**config.mk**
```make
export PLATFORM = sky130hd
export DESIGN_NAME = bcd_scan_driver
export DESIGN_NICKNAME = d
export VERILOG_FILES = /design/src/rtl/bcd_scan_pkg.sv /design/src/rtl/scan_tick_gen.sv /design/src/rtl/bcd_scan_driver.sv
export SDC_FILE = /design/constraint.sdc
export NUM_CORES = 1
export LEC_CHECK = 0
export ABC_AREA = 0
export CORE_ASPECT_RATIO = 0.6
export CORE_MARGIN = 5
export CORE_UTILIZATION = 45
export DETAILED_ROUTE_END_ITERATION = 8
export HOLD_SLACK_MARGIN = 0.15
export PLACE_DENSITY = 0.66
export SYNTH_ARGS = -nofsm -noshare
export SYNTH_HDL_FRONTEND = slang
export SYNTH_SLANG_ARGS = --single-unit
```
**constraint.sdc**
```tcl
create_clock -name clk -period 2.7 [get_ports clk]
set_clock_uncertainty 0.15 [all_clocks]
set_input_delay 0.405 -clock clk [delete_from_list [all_inputs] [get_ports clk]]
set_output_delay 0.405 -clock clk [all_outputs]
set_load 0.03 [all_outputs]
```
**src/rtl/bcd_scan_pkg.sv**
```systemverilog
// Shared constants and helpers for the multiplexed BCD display driver.
//   BCD_W       : bits per digit
//   BLANK_CODE  : code the decoder renders as all segments off
//   MAX_DIGITS  : widest digit count the helper functions support
//   onehot()    : one-hot digit enable for a digit index
//   lz_mask()   : per-digit leading-zero blank flags (used when BCD_SCAN_LZ_BLANK_EN is defined)
package bcd_scan_pkg;

  localparam int unsigned     BCD_W      = 4;
  localparam logic [BCD_W-1:0] BLANK_CODE = 4'hF;
  localparam int unsigned     MAX_DIGITS = 16;
  localparam int unsigned     WORD_MAX_W = MAX_DIGITS * BCD_W;

  // One-hot vector with bit idx set; bits at or above n stay clear.
  function automatic logic [MAX_DIGITS-1:0] onehot(input int unsigned idx,
                                                   input int unsigned n);
    logic [MAX_DIGITS-1:0] res;
    res = '0;
    for (int unsigned i = 0; i < MAX_DIGITS; i++) begin
      res[i] = (i == idx) && (i < n);
    end
    return res;
  endfunction

  // Flag digit i (i>0) when it and every more-significant digit are zero.
  // Digit 0 is never flagged so a zero value still shows one digit.
  function automatic logic [MAX_DIGITS-1:0] lz_mask(input logic [WORD_MAX_W-1:0] word,
                                                    input int unsigned n);
    logic [MAX_DIGITS-1:0] res;
    logic                  zero_run;
    res      = '0;
    zero_run = 1'b1;
    for (int unsigned i = MAX_DIGITS - 1; i > 0; i--) begin
      if (i < n) begin
        zero_run = zero_run && (word[i*BCD_W +: BCD_W] == 4'h0);
        res[i]   = zero_run;
      end
    end
    return res;
  endfunction

endpackage

```
**src/rtl/scan_tick_gen.sv**
```systemverilog
// Digit-slot prescaler: counts 0..SCAN_DIV-1 and flags the last count.
//   clk  : system clock, rising edge
//   rst  : synchronous active-high reset (counter to 0)
//   tick : high during the final cycle of each digit slot (combinational)
module scan_tick_gen #(
  parameter int unsigned SCAN_DIV = 50000
) (
  input  logic clk,
  input  logic rst,
  output logic tick
);

  localparam int unsigned        CNT_W    = $clog2(SCAN_DIV);
  localparam logic [CNT_W-1:0]   CNT_LAST = CNT_W'(SCAN_DIV - 1);

  logic [CNT_W-1:0] cnt_q;
  logic [CNT_W-1:0] cnt_d;

  assign tick = (cnt_q == CNT_LAST);

  // Wrap explicitly so non-power-of-two dividers work.
  always_comb begin
    cnt_d = cnt_q + CNT_W'(1);
    if (tick) begin
      cnt_d = '0;
    end
  end

  always_ff @(posedge clk) begin
    if (rst) begin
      cnt_q <= '0;
    end else begin
      cnt_q <= cnt_d;
    end
  end

endmodule

```
**src/rtl/bcd_scan_driver.sv**
```systemverilog
// Time-multiplexed 7-segment display driver with a double-buffered digit word.
// A new word is captured into a pending buffer over valid/ready and only
// becomes the displayed (active) word at a frame start, so a frame never tears.
//   clk, rst    : clock and synchronous active-high reset
//   in_valid    : digits_in holds a word to load
//   in_ready    : pending buffer is empty and can take a word
//   digits_in   : packed BCD word, digit 0 in the low nibble
//   bcd_out     : code of the lit digit, to the bcd_2_7_seg decoder
//   an          : one-hot digit enable (inverted when ANODE_ACTIVE_LOW)
//   digit_idx   : index of the lit digit
//   frame_tick  : one-cycle pulse when digit 0 is lit at a frame start
// Optional build macro BCD_SCAN_LZ_BLANK_EN enables leading-zero blanking.
module bcd_scan_driver
  import bcd_scan_pkg::*;
#(
  parameter int unsigned NUM_DIGITS       = 4,
  parameter int unsigned SCAN_DIV         = 50000,
  parameter bit          ANODE_ACTIVE_LOW = 1'b0
) (
  input  logic                          clk,
  input  logic                          rst,
  input  logic                          in_valid,
  output logic                          in_ready,
  input  logic [NUM_DIGITS*BCD_W-1:0]   digits_in,
  output logic [BCD_W-1:0]              bcd_out,
  output logic [NUM_DIGITS-1:0]         an,
  output logic [$clog2(NUM_DIGITS)-1:0] digit_idx,
  output logic                          frame_tick
);

  localparam int unsigned           IDX_W    = $clog2(NUM_DIGITS);
  localparam int unsigned           WORD_W   = NUM_DIGITS * BCD_W;
  localparam logic [IDX_W-1:0]      IDX_LAST = IDX_W'(NUM_DIGITS - 1);
  localparam logic [NUM_DIGITS-1:0] AN_OFF   = {NUM_DIGITS{ANODE_ACTIVE_LOW}};

  logic tick;

  logic [WORD_W-1:0]     active_q,   active_d;
  logic [WORD_W-1:0]     pending_q,  pending_d;
  logic                  in_ready_q, in_ready_d;   // low means pending is full
  logic [IDX_W-1:0]      idx_q,      idx_d;
  logic [NUM_DIGITS-1:0] an_q,       an_d;
  logic [BCD_W-1:0]      bcd_q,      bcd_d;
  logic                  frame_q,    frame_d;

  logic [IDX_W-1:0]  idx_nxt;
  logic              frame_start;
  logic              apply;
  logic [WORD_W-1:0] word_nxt;
  logic [WORD_W-1:0] disp_word;
`ifdef BCD_SCAN_LZ_BLANK_EN
  logic [NUM_DIGITS-1:0] blank;
`endif

  scan_tick_gen #(
    .SCAN_DIV (SCAN_DIV)
  ) u_tick (
    .clk  (clk),
    .rst  (rst),
    .tick (tick)
  );

  // Next-state: handshake, buffer swap at frame start, and slot outputs.
  always_comb begin
    active_d   = active_q;
    pending_d  = pending_q;
    in_ready_d = in_ready_q;
    idx_d      = idx_q;
    an_d       = an_q;
    bcd_d      = bcd_q;
    frame_d    = 1'b0;

    idx_nxt     = (idx_q == IDX_LAST) ? '0 : idx_q + IDX_W'(1);
    frame_start = tick && (idx_q == IDX_LAST);
    apply       = frame_start && !in_ready_q;
    // Digit 0 of a new frame must come from the word being applied this edge.
    word_nxt    = apply ? pending_q : active_q;

    disp_word = word_nxt;
`ifdef BCD_SCAN_LZ_BLANK_EN
    blank = NUM_DIGITS'(lz_mask(WORD_MAX_W'(word_nxt), NUM_DIGITS));
    for (int unsigned i = 0; i < NUM_DIGITS; i++) begin
      if (blank[i]) begin
        disp_word[i*BCD_W +: BCD_W] = BLANK_CODE;
      end
    end
`endif

    // Transfer and apply are exclusive: one needs pending empty, the other full.
    if (in_valid && in_ready_q) begin
      pending_d  = digits_in;
      in_ready_d = 1'b0;
    end
    if (apply) begin
      active_d   = pending_q;
      in_ready_d = 1'b1;
    end

    if (tick) begin
      idx_d   = idx_nxt;
      an_d    = NUM_DIGITS'(onehot(32'(idx_nxt), NUM_DIGITS)) ^ AN_OFF;
      frame_d = frame_start;
      bcd_d   = BLANK_CODE;
      for (int unsigned i = 0; i < NUM_DIGITS; i++) begin
        if (idx_nxt == IDX_W'(i)) begin
          bcd_d = disp_word[i*BCD_W +: BCD_W];
        end
      end
    end
  end

  always_ff @(posedge clk) begin
    if (rst) begin
      active_q   <= {NUM_DIGITS{BLANK_CODE}};
      pending_q  <= '0;
      in_ready_q <= 1'b1;
      idx_q      <= IDX_LAST;
      an_q       <= AN_OFF;
      bcd_q      <= BLANK_CODE;
      frame_q    <= 1'b0;
    end else begin
      active_q   <= active_d;
      pending_q  <= pending_d;
      in_ready_q <= in_ready_d;
      idx_q      <= idx_d;
      an_q       <= an_d;
      bcd_q      <= bcd_d;
      frame_q    <= frame_d;
    end
  end

  assign in_ready   = in_ready_q;
  assign bcd_out    = bcd_q;
  assign an         = an_q;
  assign digit_idx  = idx_q;
  assign frame_tick = frame_q;

endmodule

```
==> metrics <==
status complete, no violations; Starting Density 47.8%; Synth top cells by count dfxtp_1, nand2_1, nor2_1; PortBufs 30; Slew Limit Fails 0; Worst-Skew Late Latency 0.33 ns; sequential fraction of the synthesis area 48.6%; CTS tree done; Syn Nets 292; PnR worst setup slack 0.148 ns; data arrival time of the critical path 2.62 ns; CTS Buf Count 9; VDD IR-drop max 0.279 mV; Largest stage delay, worst path 0.58 ns; Yosys reg bits 60; Final period util 94.5%; Leak Pwr 1.13 nW; pre-CTS setup slack 0.0149 ns; Layout area overhead 23.4%; Setup Fix Bufs, Post-CTS 0; largest net degree at the start of global routing 20; Placed Cells 361; Startpoint Class flop; synth unique cells 34; tightest hold margin 0.303 ns; Final Non-Filler Cells 377; Power Dens Cells 586 nW/µm²; Critical Path Sink Type flop; FP Rows 20; core area 5180 µm²; Synth Cell Area 2470 µm²; CP Cell Sequence or4b_4 -> nor4_4 -> and2_4 -> mux2_2 -> a221oi_1 -> a21oi_1; CP max FO 7; WL/cell 14.1 µm; RSZ-0062 raised after global routing no; Hold Fails Final Rpt 0; normalized max-slew margin 61.3%; post-CTS resize count 0; Post-DP HPWL 3880 µm; post-route antenna net violation count 0; final WL 5300 µm; global-route wire length before repair 9180 µm; drc violations 0; depth of the CTS H-tree 3; Crit path required time 2.76 ns; Fmax 392 MHz; most frequent cell after synthesis dfxtp_1; synth top area cells dfxtp_1, nand2_1, mux2i_1, a21oi_1, nor2_1; Iteration-0 DRC Markers 120; nets 331; Slowest cell on crit path or4b_4; Ports 31; Vias 1898; FFs w/ async S/R, synth 0%; max cap viols 0; Setup Viol. Count Final 0; cell count after synthesis 267; Synth top area share 48.6%; maximum clock path buffer count 2; worst hold path class flop to flop; Synth area leader dfxtp_1; antenna violations before repair 0; Final TNS setup 0 ns; Hold-fix buffers, CTS 0; Worst-path clk slew 0.07 ns; Die ar. 7130 µm²; Pre-Repair DR Iteration Count 4; DIE WIDTH 106 µm; Crit Path Category flop to flop; actual slew at the worst max-slew pin 0.581 ns; CTS Root Cell clkbuf_8; prevailing post-synth register cell dfxtp_1; fin crit period 2.55 ns; syn_area_per_cell 9.26 µm²; number of vias per cell 5.03; GR Overflow Total 0; Antenna Cells 0; GRT Util Overall 16.8%; share of post-route cells with drive strength above 1 12.9%; chip height 67.4 µm; Synth Warn # 0; Final Power 1.79 mW; CTS Sinks 60; vias in the first global route 1803; Post-synth EDFFs 0; Final GP Congestion 0.780
==> layout make-up <==
class                      count  area (µm²)
inverter                       6        22.5
fill                         472        2130
clock buffer                   9         124
clock inverter                 7        67.6
sequential                    60        1200
timing repair buffer          39         368
tap                           66        82.6
multi-input combinational    190        1190
==> metrics by stage <==
step                instance area, µm²  util (%)
finish                            3050      58.9
global route                      3050      58.9
CTS                               3050      58.9
detailed placement                2860      55.2
global placement                  2860      55.2
floorplan                         2470         -
==> per-layer routing <==
metal | part of all wire, % | global-route usage [%] | wire (µm) | vias up
li1 | - | - | - | 979
met1 | 57 | 25.5 | 3030 | 866
met2 | 36 | 21.3 | 1890 | 47
met3 | 6.2 | 6.21 | 326 | 6
met4 | 0.92 | 5.33 | 49 | 0
met5 | 0 | 0 | 0 | -
==> power by group <==
group	internal [mW]	leakage (nW)	total [mW]	switching [mW]
Sequential	0.903	0.487	0.918	0.0145
Clock	0.420	0.0910	0.777	0.356
Combinational	0.0470	0.556	0.0935	0.0465
==> flip-flops by register name (all words and copies together), names as in the netlist <==
signal        flops
active_q         16
pending_q        16
u_tick.cnt_q     16
an                4
bcd_out           4
digit_idx         2
frame_tick        1
in_ready          1
==> logic make-up (layout without fill, tap and decap cells) <==
family | after synthesis | count (layout) | synth area share, %
AO/OA/AOI/OAI | 33 | 33 | 8.45
XOR/XNOR | 13 | 13 | 4.60
adder cells (fa/ha/maj) | 6 | 6 | 3.03
buffers and inverters | 17 | 61 | 3.54
flip-flops | 60 | 60 | 48.6
multiplexers | 24 | 24 | 10.1
AND/OR/NAND/NOR | 114 | 114 | 21.7
==> placed cells by master (no fill, tap or decap), drive strengths merged, types with 4 or more instances in the layout <==
cell type / n
clkdlybuf4s50: 30
nand3: 7
buf: 9
a221o: 4
clkbuf: 9
inv: 6
nor2: 28
xor2: 8
ha: 6
nand2: 52
xnor2: 5
a21oi: 21
dfxtp: 60
nand2b: 4
a221oi: 4
mux2: 8
mux2i: 16
==> critical path: cells and delay by family, from the launching register on <==
family          cells  cell delay [ns]
simple gates        3             1.15
compound gates      2             0.45
mux                 1             0.35
flops               1             0.34
==> worst paths after layout <==
kind | endpoint | depth (start not counted) | from | slack [ns]
setup / recovery | bcd_out[3]$_SDFFE_PP1N_ | 6 | u_tick.cnt_q[12]$_SDFF_PP0_ | 0.15
hold / removal | pending_q[3]$_SDFFE_PP0P_ | 2 | pending_q[3]$_SDFFE_PP0P_ | 0.30
setup reg to reg | bcd_out[3]$_SDFFE_PP1N_ | 6 | u_tick.cnt_q[12]$_SDFF_PP0_ | 0.15
hold reg to reg | pending_q[3]$_SDFFE_PP0P_ | 2 | pending_q[3]$_SDFFE_PP0P_ | 0.30
No activity file was read; power rests on OpenSTA's default activity.
